<file path="src/rtl/nbit_sequential_divider_pkg.sv">
// Shared definitions for the restoring divider.
// Both the RTL and the bench import these state encodings and the default width.
package nbit_sequential_divider_pkg;

   localparam int DEF_N = 8;

   typedef enum logic [1:0] {
      S_IDLE = 2'd0,
      S_RUN  = 2'd1,
      S_DONE = 2'd2
   } state_e;

   function automatic int cnt_width(input int n);
      return $clog2(n + 1);
   endfunction

endpackage

</file>
<file path="src/rtl/nbit_sequential_divider_cond_subtractor.sv">
// Ripple-carry trial subtractor: a - b computed as a + ~b + 1.
// The final carry-out is 1 exactly when the difference is non-negative.
module Full_Adder (
   input  logic a,
   input  logic b,
   input  logic cin,
   output logic sum,
   output logic cout
);
   assign sum  = a ^ b ^ cin;
   assign cout = (a & b) | (a & cin) | (b & cin);
endmodule

module cond_subtractor #(
   parameter int W = 9
) (
   input  logic [W-1:0] a,
   input  logic [W-1:0] b,
   output logic [W-1:0] diff,
   output logic         nonneg
);
   logic [W:0] carry;

   assign carry[0] = 1'b1;

   for (genvar i = 0; i < W; i++) begin : g_bit
      Full_Adder u_fa (
         .a    (a[i]),
         .b    (~b[i]),
         .cin  (carry[i]),
         .sum  (diff[i]),
         .cout (carry[i+1])
      );
   end

   assign nonneg = carry[W];
endmodule

</file>
<file path="src/rtl/nbit_sequential_divider.sv">
// N-bit unsigned restoring divider: one quotient bit per RUN cycle, fixed N+1 cycle latency.
// Results and divByZero are registered at the completion edge and held until the next one.
module nbit_sequential_divider
   import nbit_sequential_divider_pkg::*;
#(
   parameter int N = DEF_N
) (
   input  logic         clk,
   input  logic         rst,
   input  logic         start,
   input  logic [N-1:0] dividendIn,
   input  logic [N-1:0] divisorIn,
   output logic         busy,
   output logic         done,
   output logic [N-1:0] quotient,
   output logic [N-1:0] remainder,
   output logic         divByZero
);
   localparam int CW = cnt_width(N);
   localparam logic [CW-1:0] LAST = CW'(N - 1);

   state_e        state_q, state_d;
   logic [CW-1:0] cnt_q, cnt_d;
   logic [N:0]    prem_q, prem_d;
   logic [N-1:0]  dvd_q, dvd_d;
   logic [N-1:0]  dvs_q, dvs_d;
   logic [N-1:0]  quo_q, quo_d;
   logic [N-1:0]  rem_q, rem_d;
   logic          dbz_q, dbz_d;
   logic          busy_q, busy_d;
   logic          done_q, done_d;

   logic [N:0]    shifted;
   logic [N:0]    diff;
   logic          nonneg;

   // Bit N of a settled partial remainder is always 0, so folding it in is neutral.
   assign shifted = {prem_q[N] | prem_q[N-1], prem_q[N-2:0], dvd_q[N-1]};

   cond_subtractor #(.W(N + 1)) u_sub (
      .a      (shifted),
      .b      ({1'b0, dvs_q}),
      .diff   (diff),
      .nonneg (nonneg)
   );

   always_comb begin
      state_d = state_q;
      cnt_d   = cnt_q;
      prem_d  = prem_q;
      dvd_d   = dvd_q;
      dvs_d   = dvs_q;
      quo_d   = quo_q;
      rem_d   = rem_q;
      dbz_d   = dbz_q;
      busy_d  = busy_q;
      done_d  = 1'b0;
      case (state_q)
         S_IDLE: begin
            if (start) begin
               state_d = S_RUN;
               busy_d  = 1'b1;
               cnt_d   = '0;
               prem_d  = '0;
               dvd_d   = dividendIn;
               dvs_d   = divisorIn;
            end
         end
         S_RUN: begin
            prem_d = nonneg ? diff : shifted;
            dvd_d  = {dvd_q[N-2:0], nonneg};
            if (cnt_q == LAST) begin
               state_d = S_DONE;
               busy_d  = 1'b0;
               done_d  = 1'b1;
               quo_d   = dvd_d;
               rem_d   = prem_d[N-1:0];
               dbz_d   = (dvs_q == '0);
            end else begin
               cnt_d = cnt_q + 1'b1;
            end
         end
         S_DONE: begin
            state_d = S_IDLE;
         end
         default: begin
            state_d = S_IDLE;
            busy_d  = 1'b0;
         end
      endcase
   end

   always_ff @(posedge clk or posedge rst) begin
      if (rst) begin
         state_q <= S_IDLE;
         cnt_q   <= '0;
         prem_q  <= '0;
         dvd_q   <= '0;
         dvs_q   <= '0;
         quo_q   <= '0;
         rem_q   <= '0;
         dbz_q   <= 1'b0;
         busy_q  <= 1'b0;
         done_q  <= 1'b0;
      end else begin
         state_q <= state_d;
         cnt_q   <= cnt_d;
         prem_q  <= prem_d;
         dvd_q   <= dvd_d;
         dvs_q   <= dvs_d;
         quo_q   <= quo_d;
         rem_q   <= rem_d;
         dbz_q   <= dbz_d;
         busy_q  <= busy_d;
         done_q  <= done_d;
      end
   end

   assign busy      = busy_q;
   assign done      = done_q;
   assign quotient  = quo_q;
   assign remainder = rem_q;
   assign divByZero = dbz_q;

endmodule

</file>
<file path="config.mk">
export PLATFORM = sky130hd
export DESIGN_NAME = nbit_sequential_divider
export DESIGN_NICKNAME = d
export VERILOG_FILES = /design/src/rtl/nbit_sequential_divider_pkg.sv /design/src/rtl/nbit_sequential_divider_cond_subtractor.sv /design/src/rtl/nbit_sequential_divider.sv
export SDC_FILE = /design/constraint.sdc
export NUM_CORES = 1
export LEC_CHECK = 0
export CELL_PAD_IN_SITES_DETAIL_PLACEMENT = 0
export CELL_PAD_IN_SITES_GLOBAL_PLACEMENT = 2
export CORE_MARGIN = 2
export CORE_UTILIZATION = 32
export CTS_CLUSTER_SIZE = 16
export DETAILED_ROUTE_END_ITERATION = 8
export PLACE_DENSITY_LB_ADDON = 0.2
export SETUP_SLACK_MARGIN = 0.4
export SYNTH_ARGS = -nofsm -noshare
export SYNTH_HDL_FRONTEND = slang
export SYNTH_SLANG_ARGS = --single-unit
export TNS_END_PERCENT = 100
</file>
<file path="constraint.sdc">
create_clock -name clk -period 4.5 [get_ports clk]
set_input_delay 0.9 -clock clk [delete_from_list [all_inputs] [get_ports clk]]
set_output_delay 0.9 -clock clk [all_outputs]
set_load 0.1 [all_outputs]
</file>
# Word level (Yosys, flattened, before mapping)

Cells that the tools add are included.

Bitwise gates (word level): 69
Reductions and logical operators: 9
$lt $le $gt $ge: 0
Shifts and indexed selects: 0
Muxes and demuxes: 16
Divide/modulo/power cells: 0
Add/sub/neg operators: 1
Equal/unequal tests: 6
Multiply operators: 0

Operators by type and width:

| operator                                                         | count |
|---|---|
| 1-bit AND                                                        | 23 |
| 1-bit OR                                                         | 19 |
| 9-bit 2-to-1 mux                                                 | 2 |
| 9-bit one-hot mux with 2 select lines                            | 1 |
| 8-bit one-hot mux with 2 select lines                            | 1 |
| 1-bit bitwise XOR                                                | 16 |
| 1-bit NOT                                                        | 11 |
| 8-bit zero test                                                  | 1 |
| 4-bit 2-to-1 mux                                                 | 2 |
| 8-bit 2-to-1 mux                                                 | 1 |
| 4-bit one-hot mux with 2 select lines                            | 1 |
| 2-bit AND reduction                                              | 4 |
| 2-bit inequality test (second input constant)                    | 3 |
| 3-bit AND reduction                                              | 2 |
| 4-bit by 1-bit adder with 4-bit output (second input constant)   | 1 |
| 4-bit by 3-bit == test with 1-bit output (second input constant) | 1 |
| 1-bit 2-to-1 mux                                                 | 4 |
| 2-bit 2-to-1 mux                                                 | 2 |
| 2-bit one-hot mux with 2 select lines                            | 1 |
| 1-bit one-hot mux with 3 select lines                            | 1 |
| 2-bit by 1-bit == test with 1-bit output (second input constant) | 1 |
| 2-bit == test (second input constant)                            | 1 |
| 2-bit zero test                                                  | 1 |
| 2-bit nonzero test                                               | 1 |

ROM bits: 0
Word-level logic and storage cells: 111
Latch bits: 0
Input bits: 19
Memories kept: 0
Bits in registers: 50
Memory bits (writable): 0
Output and inout port bits: 19

# Logic depth before layout (Yosys ltp)

Depth after elaboration: 30
Gate-level depth with buffers: 15
Depth with buffers taken out: 14

# By module

From an unflattened synthesis, not the netlist that was laid out.

Cell total of the unflattened synthesis: 199
Area, all modules: 2383.5 um^2

Modules (own cells, without submodules):

| module                  | cells each | sequential area each (um^2) | area each (um^2) | instances |
|---|---|---|---|---|
| nbit_sequential_divider | 180        | 1251.2                      | 2165.8           | 1 |
| Full_Adder              | 1          | 0.0                         | 20.0             | 9 |
| cond_subtractor         | 10         | 0.0                         | 37.5             | 1 |

# Least setup slack after synthesis

OpenSTA, ideal clock, no wires.

Path kind: register -> register
Start: register dvd_q[7]
End: register prem_q[0]
Buffers on the path: 1
Library setup time: 0.076 ns
Clock period less this slack: 4.191 ns
Required time: 4.424 ns
Cell stages (with the launch flop): 16
Setup slack: 0.309 ns
Arrival time: 4.115 ns
Cell sequence: dfrtp_1 inv_1 ha_1 inv_1 fa_1 fa_1 fa_1 fa_1 fa_1 fa_1 inv_1 fa_1 nor3b_2 buf_6 mux2_2 o21ai_1

Cells in the longest elaborated chain, start to end: 29
Elaborated cells between the ends (all ways): 38
Those cells by class: mux: 2; bitwise: 36

RTL lines:

| item                                      | RTL line                                      | RTL |
|---|---|---|
| start, declared                           | nbit_sequential_divider.sv:25                 | `logic [N-1:0] dvd_q, dvd_d;` |
| start signal, assigned                    | nbit_sequential_divider.sv:109                | `dvd_q <= dvd_d;` |
| 1-bit AND                                 | nbit_sequential_divider_cond_subtractor.sv:11 | `assign cout = (a & b) \| (a & cin) \| (b & cin);` |
| 1-bit OR (2 in series)                    | nbit_sequential_divider_cond_subtractor.sv:11 |  |
| 1-bit AND                                 | nbit_sequential_divider_cond_subtractor.sv:11 |  |
| 1-bit OR (2 in series)                    | nbit_sequential_divider_cond_subtractor.sv:11 |  |
| 1-bit AND                                 | nbit_sequential_divider_cond_subtractor.sv:11 |  |
| 1-bit OR (2 in series)                    | nbit_sequential_divider_cond_subtractor.sv:11 |  |
| 1-bit AND                                 | nbit_sequential_divider_cond_subtractor.sv:11 |  |
| 1-bit OR (2 in series)                    | nbit_sequential_divider_cond_subtractor.sv:11 |  |
| [... 6 more ...]                          | --                                            |  |
| 1-bit AND                                 | nbit_sequential_divider_cond_subtractor.sv:11 |  |
| 1-bit OR (2 in series)                    | nbit_sequential_divider_cond_subtractor.sv:11 |  |
| 1-bit AND                                 | nbit_sequential_divider_cond_subtractor.sv:11 |  |
| 1-bit OR (2 in series)                    | nbit_sequential_divider_cond_subtractor.sv:11 |  |
| 1-bit AND                                 | nbit_sequential_divider_cond_subtractor.sv:11 |  |
| 1-bit OR (2 in series)                    | nbit_sequential_divider_cond_subtractor.sv:11 |  |
| 9-bit 2-to-1 mux (*)                      | nbit_sequential_divider.sv:70                 | `prem_d = nonneg ? diff : shifted;` |
| 9-bit one-hot mux with 2 select lines (*) | nbit_sequential_divider.sv:58                 | `case (state_q)` |
| end signal, assigned                      | nbit_sequential_divider.sv:108                | `prem_q <= prem_d;` |
| end, declared                             | nbit_sequential_divider.sv:24                 | `logic [N:0] prem_q, prem_d;` |

Mark *: on every way between the ends. The rest lies on a longest branch, timed or not.
A chain may end at the register's enable or synchronous reset.

# Worst setup path in the final report

Start: register dvs_q[0]
End: register prem_q[5]

Cells in the longest elaborated chain, start to end: 30
Elaborated cells between the ends (all ways): 38
Those cells by class: mux: 2; bitwise: 36

RTL lines:

| item                                      | RTL line                                      | RTL |
|---|---|---|
| start, declared                           | nbit_sequential_divider.sv:26                 | `logic [N-1:0] dvs_q, dvs_d;` |
| start signal, assigned                    | nbit_sequential_divider.sv:110                | `dvs_q <= dvs_d;` |
| 1-bit NOT (*)                             | nbit_sequential_divider_cond_subtractor.sv:29 | `.b (~b[i]),` |
| 1-bit AND                                 | nbit_sequential_divider_cond_subtractor.sv:11 |  |
| 1-bit OR                                  | nbit_sequential_divider_cond_subtractor.sv:11 |  |
| 1-bit OR (*)                              | nbit_sequential_divider_cond_subtractor.sv:11 |  |
| 1-bit AND                                 | nbit_sequential_divider_cond_subtractor.sv:11 |  |
| 1-bit OR                                  | nbit_sequential_divider_cond_subtractor.sv:11 |  |
| 1-bit OR (*)                              | nbit_sequential_divider_cond_subtractor.sv:11 |  |
| 1-bit AND                                 | nbit_sequential_divider_cond_subtractor.sv:11 |  |
| [... 11 more ...]                         | --                                            |  |
| 1-bit AND                                 | nbit_sequential_divider_cond_subtractor.sv:11 |  |
| 1-bit OR (2 in series)                    | nbit_sequential_divider_cond_subtractor.sv:11 |  |
| 1-bit AND                                 | nbit_sequential_divider_cond_subtractor.sv:11 |  |
| 1-bit OR (2 in series)                    | nbit_sequential_divider_cond_subtractor.sv:11 |  |
| 1-bit AND                                 | nbit_sequential_divider_cond_subtractor.sv:11 |  |
| 1-bit OR (2 in series)                    | nbit_sequential_divider_cond_subtractor.sv:11 |  |
| 9-bit 2-to-1 mux (*)                      | nbit_sequential_divider.sv:70                 |  |
| 9-bit one-hot mux with 2 select lines (*) | nbit_sequential_divider.sv:58                 |  |

Marks and branches as above.

==> flow_metrics.tcl <==
set metrics [dict create \
    clock_sinks 50 \
    rsz0062_at_grt "yes" \
    synth.distinct_cells 41 \
    global_route.overflow_total 0 \
    cp.required_ns 4.65 \
    worstPathBufferInverterCount 3 \
    achievable-frequency_mhz 249 \
    startpoint_type "register" \
    tns_ns 0 \
    grt_first_pass_wirelength_mm 8.90 \
    postSynthRegisterBits 50 \
    vias 1650 \
    grt_antenna_before_repair 0 \
    worst_path_largest_cell_delay_ns 0.46 \
    synth_xor_area_share_pct 0 \
    post-route-drc-count 0 \
    worst_slew_pin_slew_ns 0.979 \
    yosysWarnings 0 \
    synthToLayoutAreaGrowth_pct 25.3 \
    globalRouteTotalUtil_pct 13.7 \
    slowest_stage "sky130_fd_sc_hd__dfrtp_1" \
    synth_adder_area_share_pct 6.86 \
    crit_family "adder cells" \
    detailedPlacementHpwl_mm 3.67 \
    outcome "finished, final reports clean" \
    htree_num_levels 2 \
    number_of_nets_in_the_finished_design 274 \
    floorplan.core_area_sq_um 7250 \
    cts.path.max_buffers 2 \
    floorplan.die_area_sq_um 8240 \
    report.final.slew_viol_count 0 \
    postSynthAreaPerCell_sq_um 11.7 \
    worstSetupPathType "reg -> reg" \
    hold_buffers 0 \
    layout-drive-gt1-share_pct 20.7 \
    skew_ns 0.0125 \
    worstSetupEndpointType "register" \
    min_period_over_period_pct 89.1 \
    final-hold-violation-count 0 \
    1st_iter_drt_viols 53 \
    postSynthCellCount 206 \
    cts_made_buffers 5 \
    wl_mm 5.30 \
    start_util_pct 33.2 \
    routed_wire_length_per_instance_microns 15.4 \
    path_cells "ha_4 > inv_2 > fa_2 > fa_2 > fa_2 > fa_2 > fa_2 > fa_2 > inv_2 > fa_2 > nor3b_4 > buf_6 > mux2i_1 > o21ai_0" \
    critical_path_arrival_ns 4.16 \
    timing.final.crit_period_ns 4.01 \
    port_buffers 37 \
    pin_count_of_the_biggest_net_entering_global_routing 33 \
    fp-row-count 31 \
    fillCellCount 729 \
    vias_per_cell 4.78 \
    floorplan.io_pins 38 \
    antenna_left 0 \
    timing.max_cap.violations 0 \
    first_global_vias 1620 \
    muxShareOfSynthArea_pct 9.14 \
    floorplan.die.width_microns 90.8 \
    holdCritPathClass "reg -> reg" \
    timing.critical_path.mode_cell "sky130_fd_sc_hd__fa_2" \
    clockRootBuffer "sky130_fd_sc_hd__clkbuf_8" \
    synth.yosys.seq_area_share_pct 51.9 \
    crit_path_max_fanout 8 \
    compound_gate_portion_of_the_synthesized_area_pct 15.1 \
    insertion_delay_ns 0.30 \
    synth.net_count 234 \
    dominant_combinational_cell_family_by_area_after_synthesis "compound AO/OA/AOI/OAI gates" \
    worst_slew_margin_rel_pct 34.5 \
    antenna_cells_inserted 0 \
    synthSimpleGateAreaFrac_pct 10.2 \
    synthesis.area_sq_um 2410 \
    timing.final.setup_violations 0 \
    clk_pin_slew_ns 0.09 \
    die_h_microns 90.8 \
    gp_routability_congestion 0.757 \
    tritoncts "yes" \
    drt-pass1-iter-count 4 \
]
[worst reg2reg max path: cells and delay by family, from the launching register on]
kind	cells	cell delay, ns
buf+inv	3	0.29
mux	1	0.27
simple gates	1	0.21
fa+ha+maj	8	2.53
flops	1	0.46
compound gates	1	0.10
[final timing paths]
path	cells after the start	to	startpoint	slack, ns
min in group asynchronous	2	cnt_q[0]	rst	1.01
max in group asynchronous	3	prem_q[5]	rst	2.77
setup / recovery	14	prem_q[5]	dvs_q[0]	0.49
setup reg to reg	14	prem_q[5]	dvs_q[0]	0.49
hold reg to reg	1	busy	busy	0.50
hold / removal	1	busy	busy	0.50
[layout make-up]
class                           instances  area (sq um)  area share [%]
Multi-Input combinational cell        129          1070            35.4
Clock inverter                          2          13.8           0.456
Clock buffer                            5          68.8            2.28
Tap cell                               99           124            4.10
Timing Repair Buffer                   44           427            14.1
Inverter                               16          65.1            2.16
Sequential cell                        50          1250            41.5
[cell families after synthesis]
logic type | after synthesis
buffers and inverters | 27
AOI/OAI and AO/OA | 63
adders and majority gates | 9
muxes | 18
and+or+nand+nor | 39
DFF | 50
[cells in the final DEF (no fill, tap or decap), types with 2 or more instances in the layout]
cell                              instances
sky130_fd_sc_hd__fa_2                     7
sky130_fd_sc_hd__mux2i_2                  3
sky130_fd_sc_hd__a22oi_1                  6
sky130_fd_sc_hd__nand3_1                  2
sky130_fd_sc_hd__o21ai_2                  3
sky130_fd_sc_hd__nor4_1                   3
sky130_fd_sc_hd__inv_1                   11
sky130_fd_sc_hd__and2b_1                  2
sky130_fd_sc_hd__clkbuf_8                 5
sky130_fd_sc_hd__o21ai_1                  2
sky130_fd_sc_hd__mux2_4                   8
sky130_fd_sc_hd__mux2_2                   3
sky130_fd_sc_hd__nand2_1                 18
sky130_fd_sc_hd__mux2i_1                  3
sky130_fd_sc_hd__nor2b_1                  3
sky130_fd_sc_hd__o21ai_0                 38
sky130_fd_sc_hd__clkdlybuf4s50_1         37
sky130_fd_sc_hd__a21oi_1                  4
sky130_fd_sc_hd__buf_4                    6
sky130_fd_sc_hd__nor3b_4                  2
sky130_fd_sc_hd__dfrtp_1                 50
sky130_fd_sc_hd__inv_6                    2
sky130_fd_sc_hd__a22o_1                   2
sky130_fd_sc_hd__inv_2                    4
[Yosys cell counts]
cell	count	area, sq um
sky130_fd_sc_hd__nor2_1	1	3.75
sky130_fd_sc_hd__nand2b_1	1	6.26
sky130_fd_sc_hd__mux2i_1	7	70.1
sky130_fd_sc_hd__mux2_2	4	45.0
sky130_fd_sc_hd__o211ai_1	1	7.51
sky130_fd_sc_hd__nand3_1	2	10.0
sky130_fd_sc_hd__ha_1	2	25.0
sky130_fd_sc_hd__nor2b_4	1	13.8
sky130_fd_sc_hd__nor3b_4	1	18.8
sky130_fd_sc_hd__nor4_1	3	18.8
sky130_fd_sc_hd__nor3b_1	1	7.51
sky130_fd_sc_hd__o21ai_1	4	20.0
sky130_fd_sc_hd__nor2b_1	3	18.8
sky130_fd_sc_hd__a2bb2oi_1	1	8.76
sky130_fd_sc_hd__nand2_8	1	20.0
sky130_fd_sc_hd__and2b_1	2	15.0
sky130_fd_sc_hd__buf_6	6	67.6
sky130_fd_sc_hd__buf_4	3	22.5
sky130_fd_sc_hd__o21ai_0	39	195
sky130_fd_sc_hd__a211o_1	1	8.76
sky130_fd_sc_hd__o22a_1	1	8.76
sky130_fd_sc_hd__and3_1	1	6.26
sky130_fd_sc_hd__buf_2	1	5.00
sky130_fd_sc_hd__inv_1	15	56.3
sky130_fd_sc_hd__inv_6	1	8.76
sky130_fd_sc_hd__and3b_2	1	10.0
sky130_fd_sc_hd__nor3b_2	1	12.5
sky130_fd_sc_hd__o21ba_2	1	10.0
sky130_fd_sc_hd__o22ai_1	1	6.26
sky130_fd_sc_hd__a22oi_1	6	45.0
sky130_fd_sc_hd__nand3b_1	1	7.51
sky130_fd_sc_hd__o21bai_1	1	7.51
sky130_fd_sc_hd__nand2_1	18	67.6
sky130_fd_sc_hd__a21oi_1	4	20.0
sky130_fd_sc_hd__a21o_1	1	7.51
sky130_fd_sc_hd__mux2_4	7	105
sky130_fd_sc_hd__dfrtp_1	50	1250
sky130_fd_sc_hd__fa_1	7	140
sky130_fd_sc_hd__a22o_1	2	17.5
sky130_fd_sc_hd__clkbuf_1	1	3.75
sky130_fd_sc_hd__and3b_1	1	8.76
[metrics by stage]
stage / util, % / setup slack, ns / hold WS [ns] / area [sq um] / std cells
2_1_floorplan: - / 0.402 / 0.470 / 2410 / 206
3_3_place_gp: 39.1 / 0.200 / 0.483 / 2840 / 335
3_5_place_dp: 39.1 / 0.134 / 0.471 / 2840 / 335
4_1_cts: 40.8 / 0.417 / 0.502 / 2960 / 344
5_1_grt: 41.6 / 0.311 / 0.515 / 3020 / 345
6_report: 41.6 / 0.490 / 0.495 / 3020 / 345
[state kept, by name (all words and copies together), names as in the netlist]
name / cells
prem_q: 9
dvd_q: 8
dvs_q: 8
quotient: 8
remainder: 8
cnt_q: 4
state_q: 2
busy: 1
divByZero: 1
done: 1
[layer usage]
metal	GRT usage [%]	share of wire, %
met1	19.2	49
met2	21.1	46
met3	3.09	3.9
met4	4.23	0.87
met5	0	0
[timing repair]
action,4_1_cts,5_1_grt
setup buffers,2,1
gates cloned,0,0
setup endpoints to repair,17,17
pin swaps,3,2
resized for setup,7,15
Power is left out: the tool's default activity adds up to more than one toggle a clock period on the data nets, which glitch-free logic cannot reach.
